--- src/rtl/lfsr_pkg.sv ---
// lfsr_pkg: default Galois taps/seeds per width and the shared step function
package lfsr_pkg;
  localparam logic [3:0]  TAPS4  = 4'hC;
  localparam logic [3:0]  SEED4  = 4'h1;
  localparam logic [7:0]  TAPS8  = 8'hB8;
  localparam logic [7:0]  SEED8  = 8'h01;
  localparam logic [15:0] TAPS16 = 16'hB400;
  localparam logic [15:0] SEED16 = 16'hACE1;
  localparam logic [31:0] TAPS32 = 32'h8020_0003;
  localparam logic [31:0] SEED32 = 32'h0000_0001;
  function automatic logic [31:0] lfsr_step(input logic [31:0] state, input logic [31:0] taps);
    return (state >> 1) ^ (state[0] ? taps : 32'd0);
  endfunction
endpackage

--- src/rtl/lfsr_core.sv ---
// lfsr_core: Galois LFSR state register with step and zero-protected seed load
module lfsr_core
  import lfsr_pkg::*;
#(
  parameter int               WIDTH = 16,
  parameter logic [WIDTH-1:0] TAPS  = TAPS16,
  parameter logic [WIDTH-1:0] SEED  = SEED16
) (
  input  logic             clk,
  input  logic             rst,
  input  logic             step,
  input  logic             load,
  input  logic [WIDTH-1:0] load_val,
  output logic [WIDTH-1:0] q,
  output logic [WIDTH-1:0] q_next,
  output logic [WIDTH-1:0] seed_val,
  output logic             load_err
);
  assign q_next   = WIDTH'(lfsr_step(32'(q), 32'(TAPS)));
  assign seed_val = (load_val == '0) ? SEED : load_val;
  // load has priority over step; a zero seed would lock the LFSR so SEED replaces it
  always_ff @(posedge clk or posedge rst)
    if (rst) begin
      q        <= SEED;
      load_err <= 1'b0;
    end else begin
      load_err <= load && load_val == '0;
      if (load) q <= seed_val;
      else if (step) q <= q_next;
    end
endmodule

--- src/rtl/lfsr_stream_gen.sv ---
// lfsr_stream_gen: LFSR bit stream packed into valid/ready words with period measurement
module lfsr_stream_gen
  import lfsr_pkg::*;
#(
  parameter int               WIDTH    = 16,
  parameter logic [WIDTH-1:0] TAPS     = TAPS16,
  parameter logic [WIDTH-1:0] SEED     = SEED16,
  parameter int               OUT_BITS = 8
) (
  input  logic                CLK,
  input  logic                RESET,
  input  logic                en,
  input  logic                load,
  input  logic [WIDTH-1:0]    load_val,
  output logic [WIDTH-1:0]    Q,
  output logic                bit_out,
  output logic [OUT_BITS-1:0] word,
  output logic                word_valid,
  input  logic                word_ready,
  output logic                wrap,
  output logic [WIDTH-1:0]    period,
  output logic                load_err
);
  localparam int            BW   = OUT_BITS > 1 ? $clog2(OUT_BITS) : 1;
  localparam logic [BW-1:0] LAST = BW'(OUT_BITS - 1);
  logic [WIDTH-1:0]    q_next, seed_val, start_seed, step_cnt;
  logic [OUT_BITS-1:0] collector, col_next;
  logic [BW-1:0]       bit_idx;
  logic                last, stall, step;
  assign last    = bit_idx == LAST;
  assign stall   = last & word_valid & ~word_ready;
  assign step    = en & ~load & ~stall;
  assign bit_out = Q[0];
  lfsr_core #(.WIDTH(WIDTH), .TAPS(TAPS), .SEED(SEED)) u_core (
    .clk(CLK), .rst(RESET), .step(step), .load(load), .load_val(load_val),
    .q(Q), .q_next(q_next), .seed_val(seed_val), .load_err(load_err)
  );
  // collector with the current emitted bit merged in; becomes the word on the last bit
  always_comb begin
    col_next          = collector;
    col_next[bit_idx] = Q[0];
  end
  // packer and output handshake; a pending word survives loads
  always_ff @(posedge CLK or posedge RESET)
    if (RESET) begin
      collector  <= '0;
      bit_idx    <= '0;
      word       <= '0;
      word_valid <= 1'b0;
    end else begin
      if (load) bit_idx <= '0;
      else if (step) begin
        collector <= col_next;
        bit_idx   <= last ? '0 : bit_idx + 1'b1;
      end
      if (step && last) begin
        word       <= col_next;
        word_valid <= 1'b1;
      end else if (word_valid && word_ready) word_valid <= 1'b0;
    end
  // period tracker: counts steps until the state returns to the seed it started from
  always_ff @(posedge CLK or posedge RESET)
    if (RESET) begin
      start_seed <= SEED;
      step_cnt   <= '0;
      wrap       <= 1'b0;
      period     <= '0;
    end else begin
      wrap <= step && q_next == start_seed;
      if (load) begin
        start_seed <= seed_val;
        step_cnt   <= '0;
      end else if (step && q_next == start_seed) begin
        period   <= step_cnt + 1'b1;
        step_cnt <= '0;
      end else if (step) step_cnt <= step_cnt + 1'b1;
    end
endmodule

--- config.mk ---
export PLATFORM = sky130hd
export DESIGN_NAME = lfsr_stream_gen
export DESIGN_NICKNAME = d
export VERILOG_FILES = /design/src/rtl/lfsr_pkg.sv /design/src/rtl/lfsr_core.sv /design/src/rtl/lfsr_stream_gen.sv
export SDC_FILE = /design/constraint.sdc
export NUM_CORES = 1
export LEC_CHECK = 0
export CAP_MARGIN = 20
export CORE_MARGIN = 4
export CORE_UTILIZATION = 28
export CTS_BUF_LIST = sky130_fd_sc_hd__clkbuf_8
export DETAILED_ROUTE_END_ITERATION = 8
export SLEW_MARGIN = 20
export SYNTH_ARGS = -nofsm -noshare
export SYNTH_HDL_FRONTEND = slang
export SYNTH_SLANG_ARGS = --single-unit
--- constraint.sdc ---
create_clock -name CLK -period 3.4 [get_ports CLK]
set_input_delay 0.85 -clock CLK [delete_from_list [all_inputs] [get_ports CLK]]
set_output_delay 0.85 -clock CLK [all_outputs]
set_load 0.01 [all_outputs]
After elaboration in Yosys (flattened, before gate mapping)
Cells that the tools add are included. W data, S select, Z words.

Output and inout bits: 44. Register bits after elaboration: 86.

Bitwise gates (word level): 8. Reductions and logical operators: 11. Add/sub/neg operators: 2. Mux-type cells: 15. $lt $le $gt $ge: 2. Eq/ne operators: 2.

Operators by type and width (number): $mux W16 (7); $add A16 B1 Y16 const B (1); $eq A16 B16 Y1 (1); $logic_not A16 Y1 (1); $xor A15 B16 Y16 (1); $mux W3 (3); $bwmux W8 (1); $logic_and A1 B1 Y1 (5); $and A1 B1 Y1 (4); $lt A3 B4 Y1 const B (1); $reduce_and A2 Y1 (2); $reduce_bool A2 Y1 (2); $add A3 B1 Y3 const B (1); $demux W1 S3 (1); $eq A3 B3 Y1 const B (1); $ge A3 B1 Y1 const B (1); $mux W1 (3); $not A1 Y1 (3); $reduce_bool A3 Y1 (1).

Depth between registers and ports, before layout
Depth in word-level cells: 8. Mapped depth: 9. Depth with buffers taken out: 8.

By module
Synthesis repeated with hierarchy kept, for this count alone.

Cells, all modules: 420. Area total of the unflattened synthesis: 4446.8 µm².

Modules (own cells, without submodules): lfsr_stream_gen (sequential area each 1736.7 µm², instances 1, area each 3360.7 µm², cells an instance 300); lfsr_core (sequential area each 435.4 µm², instances 1, area each 1086.0 µm², cells an instance 120).

Worst setup path before layout
Ideal clock, no wire load.

Kind: input to register. From: input port load_val[12]. To: register u_core.q[0]. Arrival time: 2078 ps. Cell stages on the path: 7. Slack: 1248 ps. Cells stage by stage: or3_1 or3_1 buf_2 clkinv_2 a21oi_1 nor3b_1 a21oi_1.

Cells in the longest elaborated chain, start to end: 3.

Ends and longest elaborated chain: from (decl) (line lfsr_stream_gen.sv:14) `input logic [WIDTH-1:0] load_val,`; $logic_not A16 Y1 (line lfsr_core.sv:20) `assign seed_val = (load_val == '0) ? SEED : load_val;`; $mux W16 (line lfsr_core.sv:20); $mux W16 (line lfsr_core.sv:28) `if (load) q <= seed_val;`; to (signal assigned) (line lfsr_core.sv:28); to (signal assigned) (line lfsr_core.sv:29) `else if (step) q <= q_next;`; to (decl) (line lfsr_core.sv:14) `output logic [WIDTH-1:0] q,`.

No other way between the ends. A chain may end at the register's enable or synchronous reset.

Final worst setup path
From: input port en. To: register step_cnt[15].

Cells in the longest elaborated chain, start to end: 5.

Ends and longest elaborated chain: from (decl) (line lfsr_stream_gen.sv:12) `input logic en,`; $and A1 B1 Y1 * (2 in a row) (line lfsr_stream_gen.sv:32) `assign step = en & ~load & ~stall;`; $logic_and A1 B1 Y1 (line lfsr_stream_gen.sv:73) `end else if (step && q_next == start_seed) begin`; $mux W16 (line lfsr_stream_gen.sv:73); $mux W16 (line lfsr_stream_gen.sv:70) `if (load) begin`; to (signal assigned) (line lfsr_stream_gen.sv:76) `end else if (step) step_cnt <= step_cnt + 1'b1;`; to (decl) (line lfsr_stream_gen.sv:26) `logic [WIDTH-1:0] q_next, seed_val, start_seed, step_cnt;`.

Mark *: on every way between the ends. The rest lies on a longest branch, timed or not.

==> impl_metrics.env <==
export IMPL_hp_start="period[5]"
export IMPL_outcome="complete, no violations"
export IMPL_reg2reg_depth=8
export IMPL_ys_seq_elements=86
export IMPL_crit_fanout=18
export IMPL_yosys_area_share_simple_pct=18.8
export IMPL_setup_violations=0
export IMPL_slew_violations=0
export IMPL_gp_congestion=0.745
export IMPL_max_freq_mhz=387
export IMPL_post_cts_resize_count=0
export IMPL_utilization_pct=35.6
export IMPL_timing_rr_end="step_cnt[15]"
export IMPL_cts_tree="built"
export IMPL_swShare_pct=28.9
export IMPL_p_seq_share_pct=53.2
export IMPL_pwr_share_comb_pct=16.0
export IMPL_floorplan_die_area_um2=16800
export IMPL_clock_path_buffers=2
export IMPL_hold_buffers=0
export IMPL_slew_headroom_pct=64.2
export IMPL_firstDrtPassIters=4
export IMPL_path_class="in2reg"
export IMPL_avgSynthCellArea_um2=9.83
export IMPL_htree_levels=3
export IMPL_p_leak_nw=2.17
export IMPL_start_util_pct=28.6
export IMPL_cts_inserted_buffers=9
export IMPL_path_delay_family="simple AND/OR/NAND/NOR gates"
export IMPL_io_pins=65
export IMPL_regToRegStartpoint="bit_idx[0]"
export IMPL_grt_max_degree=48
export IMPL_cts_setup_buffers=0
export IMPL_hp_class="reg2reg"
export IMPL_crit_required_ns=3.66
export IMPL_yosysSeqAreaShare_pct=52.5
export IMPL_p_int_mw=1.56
export IMPL_clkPwrFrac_pct=30.8
export IMPL_io_buffers=64
export IMPL_path_buf_inv=1
export IMPL_yosysUniqueCellTypes=46
export IMPL_synthArstFlopShare_pct=100
export IMPL_fin_cells=669
export IMPL_routedWlPerCell_um=14.7
export IMPL_rsz0062_at_grt="no"
export IMPL_synth_compound_area_share_pct=10.4
export IMPL_power_total_mw=2.20
export IMPL_p_switching_mw=0.635
export IMPL_power_density_nw_per_um2=426
export IMPL_synth_top_area_share_pct=42.3
export IMPL_area_delta_synth_final_pct=24.8
export IMPL_num_fill_cells=1465
export IMPL_drive_above_1_share_pct=12.2
export IMPL_synth_flop_cell="dfrtp_1"
export IMPL_die_w_um=130
export IMPL_postSynthCellCount=421
export IMPL_synthAdderAreaFrac_pct=0.907
export IMPL_rows=44
export IMPL_first_global_vias=3230
export IMPL_finalHoldViolations=0
export IMPL_syn_nets=445
export IMPL_clk_pin_slew_worst_paths_ns=0.09
export IMPL_period_minus_slack_ns=2.58
export IMPL_hold_end="period[5]"
export IMPL_synth_warnings=0
export IMPL_drt_initial_drc_count=227
export IMPL_ant_nets=0
export IMPL_vias=3169
export IMPL_cp_start_kind="primary input"
export IMPL_muxShareOfSynthArea_pct=5.51
export IMPL_via_per_inst=4.74
export IMPL_coreArea_um2=14500
export IMPL_die_h_um=130
export IMPL_dp_hpwl_um=7100
export IMPL_drc=0
export IMPL_worst_slack_ns=0.818
export IMPL_tns_ns=0
export IMPL_period_share_pct=75.9
export IMPL_peakVddDrop_uv=151
export IMPL_clock_latency_ns=0.38
export IMPL_overflow=0
export IMPL_synth_edff_count=0
export IMPL_cp_cell_sequence="clkdlybuf4s50_1 -> nor2b_1 -> nand2_1 -> nor3_1 -> nand4b_4 -> nand2_2 -> o21ai_0"
export IMPL_antenna_found_initial=0
export IMPL_synth_xor_area_share_pct=7.74
export IMPL_clkSinkCount=86
export IMPL_synth_top_family_by_area="simple AND/OR/NAND/NOR gates"
export IMPL_dp_slack_ns=0.391
export IMPL_nets=504
export IMPL_cp_arrival_ns=2.84
export IMPL_routed_wirelength_um=9850
export IMPL_place_inst=653
export IMPL_cap_violations=0
export IMPL_antennaDiodeCount=0
export IMPL_end_kind="flip-flop"
export IMPL_min_path_cells=2
export IMPL_yosys_area_top_type="dfrtp_1"
export IMPL_syn_cell_area_um2=4140
export IMPL_crit_slowest_cell="clkdlybuf4s50_1"
export IMPL_track_usage_pct=12.7
export IMPL_synth_area_leaders="dfrtp_1 (42%), dfstp_2 (10%), nand2_1 (6.0%), mux2i_1 (3.9%), xnor2_1 (3.8%)"
export IMPL_worst_slew_pin_slew_ns=0.537
export IMPL_grt_pass1_wl_um=16600
export IMPL_fin_skew_ns=0.0136
export IMPL_cts_root_buf="clkbuf_8"
export IMPL_reg2reg_setup_slack_ns=0.98
export IMPL_critPathMaxStageDelay_ns=0.53
==> registers in the layout, summed over array words and instances (netlist names) <==
signal / count
u_core.q: 16
word_valid: 1
bit_idx: 3
step_cnt: 16
u_core.load_err: 1
word: 8
period: 16
wrap: 1
collector: 8
start_seed: 16
==> per-stage QoR <==
stage / cell area [um2] / hold slack [ns]
after floorplan: 4140 / 0.449
after global placement: 4980 / 0.464
after detailed placement: 4980 / 0.471
after CTS: 5160 / 0.491
after global routing: 5160 / 0.520
final: 5160 / 0.487
==> routing by layer <==
layer / wire [um] / track usage [%]
met5: 0 / 0
met4: 180 / 5.07
met3: 648 / 4.78
met2: 4350 / 18.5
met1: 4670 / 17.1
==> cell usage in the layout (no fill, tap or decap), drive strengths merged, types with 9 or more instances in the layout <==
cell           instances
dfrtp                 70
nand2                 67
clkdlybuf4s50         64
o21ai                 47
nor2                  38
xnor2                 21
mux2i                 16
a21oi                 16
dfstp                 16
inv                   15
xor2                  13
nand3                 12
clkbuf                10
buf                    9
==> cell usage after synthesis (2+ instances only) <==
| master | count |
|---|---|
| nor2_1 | 38 |
| nor3_1 | 6 |
| nand2b_1 | 3 |
| buf_4 | 2 |
| xor2_1 | 13 |
| nand2_1 | 66 |
| and4_1 | 2 |
| xnor2_1 | 18 |
| dfrtp_1 | 70 |
| and3_1 | 2 |
| buf_1 | 2 |
| nand3_1 | 12 |
| clkbuf_1 | 14 |
| o22ai_1 | 2 |
| buf_2 | 7 |
| nand3b_1 | 4 |
| o21ai_1 | 22 |
| a222oi_1 | 6 |
| inv_1 | 14 |
| dfstp_2 | 16 |
| mux2_2 | 6 |
| nor2b_1 | 4 |
| a21oi_1 | 16 |
| nor4_1 | 3 |
| nand4_1 | 5 |
| nor3b_1 | 2 |
| ha_1 | 3 |
| a31oi_1 | 3 |
| or3_1 | 2 |
| mux2i_1 | 16 |
| xnor2_2 | 3 |
| o21ai_0 | 25 |
==> area by class of cell <==
type / count / area, um2 / share of cell area (%)
sequential: 86 / 2170 / 42.1
multi-input combinational: 295 / 1800 / 34.8
timing repair buffer: 73 / 721 / 14.0
clock inverter: 6 / 45.0 / 0.873
tap: 184 / 230 / 4.46
clock buffer: 10 / 138 / 2.67
inverter: 15 / 58.8 / 1.14
==> worst reg2reg max path, cell delays in order, from the launching register on <==
cell and delay [ns]:
dfrtp_1 0.51, ha_1 0.26, ha_1 0.22, nand3b_1 0.13
nand2_1 0.09, nor3_1 0.32, nand4b_4 0.32, nand2_2 0.32
o21ai_0 0.14
==> how the worst max path moves through the flow <==
stage                start      endpoint  slack, ns  cells after the start
3_3_place_gp            en    period[10]       0.47                      8
6_report                en  step_cnt[15]       0.82                      7
2_1_floorplan        RESET    bit_idx[0]       0.35                      1
3_5_place_dp            en  step_cnt[15]       0.39                      7
4_1_cts        u_core.q[0]          Q[0]       0.78                      2
5_1_grt                 en  step_cnt[15]       0.66                      7
==> power groups by stage <==
stage               logic [mW]  clock network, mW  registers (mW)
finish                   0.353              0.677            1.17
global route             0.395              0.752            1.18
CTS                      0.360              0.706            1.17
detailed placement       0.359                  0            1.19
global placement         0.351                  0            1.19
floorplan                0.218                  0            1.18
==> kinds of logic (layout without fill, tap and decap cells) <==
group,count (synthesis),count (layout)
simple gates,159,159
flops,86,86
compound gates,77,77
buf+inv,40,104
xor+xnor,34,34
mux,22,22
fa+ha+maj,3,3
No activity file was read; power rests on OpenSTA's default activity.
